===== src/rtl/ci_issue_master.sv =====
// Initiator for the multicycle custom-instruction interface: accepts an operand pair, pulses
// start, holds operands until the slave signals done (or a timeout expires), then hands off.
module ci_issue_master #(
  parameter int unsigned DATA_W  = 32,
  parameter int unsigned TIMEOUT = 64,
  parameter int unsigned CNT_W   = 16
) (
  input  logic              clk,
  input  logic              aclr,
  input  logic              clk_en,
  input  logic              in_valid,
  output logic              in_ready,
  input  logic [DATA_W-1:0] in_a,
  input  logic [DATA_W-1:0] in_b,
  output logic              ci_start,
  output logic [DATA_W-1:0] ci_dataa,
  output logic [DATA_W-1:0] ci_datab,
  input  logic [DATA_W-1:0] ci_result,
  input  logic              ci_done,
  output logic              out_valid,
  input  logic              out_ready,
  output logic [DATA_W-1:0] out_result,
  output logic              out_timeout,
  output logic              busy,
  output logic [CNT_W-1:0]  op_count
);

  localparam int unsigned TmrW = $clog2(TIMEOUT);
  localparam logic [TmrW-1:0] TmrLast = TmrW'(TIMEOUT - 1);

  typedef enum logic [1:0] {StIdle, StIssue, StWait, StHold} state_e;

  state_e            state_q, state_d;
  logic [TmrW-1:0]   timer_q, timer_d;
  logic [DATA_W-1:0] dataa_q, dataa_d;
  logic [DATA_W-1:0] datab_q, datab_d;
  logic [DATA_W-1:0] result_q, result_d;
  logic              timeout_q, timeout_d;
  logic [CNT_W-1:0]  count_q, count_d;

  always_ff @(posedge clk or posedge aclr) begin
    if (aclr) begin
      state_q   <= StIdle;
      timer_q   <= '0;
      dataa_q   <= '0;
      datab_q   <= '0;
      result_q  <= '0;
      timeout_q <= 1'b0;
      count_q   <= '0;
    end else if (clk_en) begin
      state_q   <= state_d;
      timer_q   <= timer_d;
      dataa_q   <= dataa_d;
      datab_q   <= datab_d;
      result_q  <= result_d;
      timeout_q <= timeout_d;
      count_q   <= count_d;
    end
  end

  always_comb begin
    state_d   = state_q;
    timer_d   = timer_q;
    dataa_d   = dataa_q;
    datab_d   = datab_q;
    result_d  = result_q;
    timeout_d = timeout_q;
    count_d   = count_q;
    case (state_q)
      StIdle: begin
        if (in_valid) begin
          dataa_d = in_a;
          datab_d = in_b;
          timer_d = '0;
          state_d = StIssue;
        end
      end
      // Slaves register done, so any done seen during the start cycle is stale.
      StIssue: state_d = StWait;
      StWait: begin
        if (ci_done) begin
          result_d  = ci_result;
          timeout_d = 1'b0;
          state_d   = StHold;
        end else if (timer_q == TmrLast) begin
          result_d  = '0;
          timeout_d = 1'b1;
          state_d   = StHold;
        end else begin
          timer_d = timer_q + TmrW'(1);
        end
      end
      StHold: begin
        if (out_ready) begin
          count_d = count_q + CNT_W'(1);
          state_d = StIdle;
        end
      end
      default: state_d = StIdle;
    endcase
  end

  assign in_ready    = (state_q == StIdle);
  assign ci_start    = (state_q == StIssue);
  assign out_valid   = (state_q == StHold);
  assign busy        = (state_q != StIdle);
  assign ci_dataa    = dataa_q;
  assign ci_datab    = datab_q;
  assign out_result  = result_q;
  assign out_timeout = timeout_q;
  assign op_count    = count_q;

endmodule

===== config.mk =====
export PLATFORM = sky130hd
export DESIGN_NAME = ci_issue_master
export DESIGN_NICKNAME = d
export VERILOG_FILES = /design/src/rtl/ci_issue_master.sv
export SDC_FILE = /design/constraint.sdc
export NUM_CORES = 1
export LEC_CHECK = 0
export CAP_MARGIN = 10
export CORE_MARGIN = 10
export CORE_UTILIZATION = 63
export DETAILED_ROUTE_END_ITERATION = 8
export DONT_BUFFER_PORTS = 1
export MAX_ROUTING_LAYER = met4
export PLACE_DENSITY = 0.79
export SYNTH_ARGS = -nofsm -noshare
export SYNTH_HDL_FRONTEND = slang
export SYNTH_SLANG_ARGS = --single-unit

===== constraint.sdc =====
create_clock -name clk -period 5.7 [get_ports clk]
set_input_delay 1.425 -clock clk [delete_from_list [all_inputs] [get_ports clk]]
set_output_delay 1.425 -clock clk [all_outputs]
set_load 0.01 [all_outputs]

# Yosys cells after proc, flatten, opt, wreduce, memory -nomap -nowiden
# Index checks and enable logic that the tools add are counted.
classes:
  n_addsub: 2
  multipliers: 0
  div_mod_pow: 0
  order_cmp: 0
  n_eq_ne: 9
  n_shift: 0
  n_mux: 13
  n_bitwise: 0
  n_reduce_logical: 9
op_table:
  columns: ["operator", "n"]
  rows:
  - ["2-to-1 mux 32 bit", 2]
  - ["2-to-1 mux 6 bit", 3]
  - ["adder 16 x 1 -> 16 bit, second input constant", 1]
  - ["one-hot mux 6 bit (2 select lines)", 1]
  - ["AND reduction 3 bit", 3]
  - ["2-to-1 mux 2 bit", 4]
  - ["one-hot mux 2 bit (4 select lines)", 1]
  - ["adder 6 x 1 -> 6 bit, second input constant", 1]
  - ["equality test 6 bit, second input constant", 1]
  - ["inequality test 2 bit, second input constant", 3]
  - ["nonzero test 2 bit", 3]
  - ["AND reduction 5 bit", 1]
  - ["equality test 2 bit, second input constant", 2]
  - ["AND reduction 4 bit", 1]
  - ["inequality test 3 bit, second input constant", 1]
  - ["equality test 2 x 1 -> 1 bit, second input constant", 1]
  - ["logical NOT 2 bit", 1]
  - ["2-to-1 mux 1 bit", 2]
  - ["inequality test 2 x 1 -> 1 bit, second input constant", 1]
word_totals:
  reg_bits: 121
  latchBits: 0
  ram_bits: 0
  rom_bits: 0
  input_bits: 102
  elab_cells: 40
  n_memories: 0

# Depth between registers and ports, before layout
logic_depth:
  depth_word: 4
  ltp_mapped: 7

# Worst setup path after synthesis
# Ideal clock, no wire load.
synth_path:
  kind: "input to register"
  startpoint: "input port ci_done"
  endpoint: "register timer_q[3]"
  t_arrival_ns: 2.294
  required_ns: 5.574
  setup_slack_ns: 3.280
  path_stages: 5
  path_buffers: 1
  path_cell_list: "buf_2 -> nand2_1 -> o2111ai_2 -> a21o_1 -> a221o_1"
synth_via:
  elab_chain_cells: 2
synth_lines:
  columns: ["element", "line", "rtl"]
  rows:
  - ["start: declaration", "19", "input logic ci_done,"]
  - ["inequality test 2 bit (no source line)", null, null]
  - ["AND reduction 5 bit (no source line)", null, null]
  - ["end signal: assignment", "52", "timer_q <= timer_d;"]
  - ["end: declaration", "34", "logic [TmrW-1:0] timer_q, timer_d;"]
# Every way passes these cells.
# A chain may end at the register's enable or synchronous reset.

# Final worst setup path
layout_path:
  startpoint: "register state_q[1]"
  endpoint: "output port busy"
layout_via:
  elab_chain_cells: 1
layout_lines:
  columns: ["element", "line", "rtl"]
  rows:
  - ["start: declaration", "33", "state_e state_q, state_d;"]
  - ["start signal: assignment", "43", "state_q <= StIdle;"]
  - ["start signal: assignment", "51", "state_q <= state_d;"]
  - ["nonzero test 2 bit", "106", "assign busy = (state_q != StIdle);"]
  - ["end: declaration", "24", "output logic busy,"]
# Every way passes these cells.

==> run_results.csv <==
group,metric,value,unit
drt,drtIter0Drc,172,
die,io-pin-count,219,
pwr,p_per_area,590,mW/mm^2
drt,vias_per_cell,6.06,
timing,slew_headroom,43.5,%
yosys,syn_inst,395,
yosys,synth_area,0.00501,sq mm
yosys,seq_area_frac_synth,60.5,%
timing,hold_viol,0,
worst_setup_path,cpMostUsedCell,"inv_1",
worst_setup_path,cpMaxStageDelayCell,"dfrtp_1",
drt,wirelength,11.8,mm
pwr,vdd_drop_max,0.356,mV
worst_setup_path,cp_cell_sequence,"inv_1 > ha_1 > inv_1",
timing,tightest_slew,0.848,ns
yosys,avgSynthCellArea,12.7,sq um
clock_tree,cts_resized,0,
worst_setup_path,crit_path_max_incr_delay,0.41,ns
layout,utilization,72.4,%
timing,rsz0062_at_grt,"false",
grt,grt_pass1_wl,17.8,mm
worst_setup_path,cp-end-kind,"output pin",
yosys,synth_cell_types,39,
grt,grt_usage,19.9,%
yosys,syn_nets,503,
grt,grt_max_degree,73,
worst_setup_path,worstPathMaxFanout,6,
clock_tree,cts_hold_buf,0,
pwr,total_power,0.00330,W
die,die_w,109,um
grt,antenna_found_initial,0,
timing,fin_skew,0.00831,ns
grt,grt_pass1_vias,3263,
placement,preCtsSetupSlack,2.99,ns
grt,grt_overflow_total,0,
clock_tree,cts_tree,"yes",
layout,syn_to_final_growth,11.8,%
worst_setup_path,arrival,1.54,ns
clock_tree,numClockSinks,121,
die,start_util,64.8,%
clock_tree,clk_path_buf_depth,2,
worst_setup_path,critPathKind,"reg -> out",
worst_setup_path,worstSetupStartpointType,"flip-flop",
layout,final_common_cell,"dfrtp_1",
timing,period_share,52.1,%
drt,drtAntennaViolNets,0,
layout,multi_input_area,0.00171,sq mm
drt,vias,3098,
yosys,yosysWarnings,0,
layout,antennaDiodeCount,0,
layout,fillCellCount,517,
worst_setup_path,crit_family,"flip-flops",
die,die_h,109,um
layout,final_cell_mix,"dfrtp_1, mux2_2, inv_1",
layout,fin_nets,504,
layout,drive_gt1_share,26.9,%
timing,drv_slew,0,
status,outcome,"finished, final reports clean",
min_path,min_path_type,"reg -> reg",
clock_tree,worst_skew_pair.late_latency,0.50,ns
pwr,p_leak,2.52,nW
yosys,ys_ff_latch,121,
run,drv_cap,0,
drt,routedWlPerCell,23.1,um
die,dieArea,0.0119,sq mm
drt,drc,0,
clock_tree,post_cts_buffers,0,
placement,gp_routability_congestion,0.779,
timing,setup_viol,0,
drt,drtPass1Iterations,4,
timing,fin_ws,2.73,ns
clock_tree,cts.clk_slew.worst_paths,0.06,ns
die,fp.coreArea,0.00773,sq mm
worst_setup_path,cp_data_required_time,4.28,ns
placement,dp_hpwl,8.56,mm
worst_setup_path,path_buf_inv,2,
timing,timing.fmax,0.337,GHz
clock_tree,root_buffer,"clkbuf_8",
timing,setup-tns-final,0,ns
placement,port_buffers,0,
clock_tree,htreeDepth,4,
layout,seq_area,0.00303,sq mm
clock_tree,cts_inserted_buffers,17,
die,rows,32,
timing,finalCriticalPeriod,2.97,ns
[flip-flops by register name, indices dropped and copies added (netlist names)]
register     count
ci_dataa        32
ci_datab        32
op_count        16
out_result      32
out_timeout      1
state_q          2
timer_q          6
[cell usage after synthesis, drive strengths merged]
cell type | number | area (sq um)
xor2 | 5 | 43.8
o21ai | 34 | 170
o2111ai | 1 | 15.0
nand4 | 36 | 225
and3 | 4 | 30.0
a22o | 1 | 10.0
o2bb2ai | 1 | 8.76
and4 | 1 | 8.76
o211a | 1 | 17.5
inv | 41 | 154
xnor2 | 11 | 96.3
o31a | 2 | 18.8
mux2i | 1 | 10.0
buf | 12 | 81.3
nand2 | 8 | 30.0
nand4b | 1 | 8.76
clkbuf | 9 | 33.8
nor2 | 5 | 18.8
o32a | 1 | 10.0
a21oi | 1 | 5.00
dfrtp | 121 | 3030
or2 | 1 | 6.26
nor3 | 4 | 25.0
o21a | 1 | 7.51
nand3 | 12 | 65.1
mux2 | 67 | 754
and2 | 2 | 12.5
nand2b | 2 | 12.5
nor2b | 1 | 6.26
a21o | 1 | 7.51
a221o | 1 | 10.0
ha | 6 | 75.1
[routing by layer]
metal  global-route usage, %  share of wire (%)  wire, um  vias to the layer above
met5                       -                  0         0                        -
met2                    31.5                 51      5990                      168
li1                        -                  -         -                     1378
met4                    6.59               0.93       110                        0
met1                    22.2                 37      4410                     1537
met3                    8.73                 11      1290                       15
[cell type report]
cell class                 instances  share of cell area (%)
clock inverter                    14                    2.24
sequential                       121                    54.1
tap                              102                    2.28
timing repair buffer               3                   0.402
inverter                          41                    2.79
multi-input combinational        212                    30.5
clock buffer                      18                    7.65
[final timing paths]
| kind | startpoint | end | slack (ns) | cells past startpoint |
|---|---|---|---|---|
| max | state_q[1] | busy | 2.73 | 3 |
| min in group asynchronous | aclr | ci_datab[14] | 0.97 | 1 |
| min | timer_q[4] | timer_q[4] | 0.55 | 1 |
| max reg2reg | state_q[0] | ci_datab[21] | 3.58 | 5 |
| max in group asynchronous | aclr | ci_dataa[23] | 3.59 | 2 |
| min reg2reg | timer_q[4] | timer_q[4] | 0.55 | 1 |
[worst reg2reg max path, cell delays in order (launching register included)]
cell     delay (ns)
dfrtp_1        0.39
inv_1          0.08
ha_1           0.33
nand3_2        0.10
buf_4          0.60
mux2_2         0.49
[where the power goes]
group | switching, W | internal, W | leakage, nW
clock network | 0.000387 | 0.000589 | 0.256
logic | 0.000281 | 0.000322 | 0.772
registers | 0.000487 | 0.00124 | 1.49
[cells by family after synthesis]
kind of cell | Yosys count | synth area share, %
compound gates | 45 | 5.60
xor+xnor | 16 | 2.80
fa+ha+maj | 6 | 1.50
buf+inv | 62 | 5.37
flops | 121 | 60.5
mux | 68 | 15.3
simple gates | 77 | 8.97
[stage by stage]
| step | hold WS (ns) | cell area, sq um | instances |
|---|---|---|---|
| 2_1_floorplan | 0.490 | 5010 | 395 |
| 3_3_place_gp | 0.516 | 5040 | 479 |
| 3_5_place_dp | 0.540 | 5040 | 479 |
| 4_1_cts | 0.553 | 5600 | 511 |
| 5_1_grt | 0.580 | 5600 | 511 |
| 6_report | 0.546 | 5600 | 511 |
Note: power is estimated with default switching activity, not from simulation.
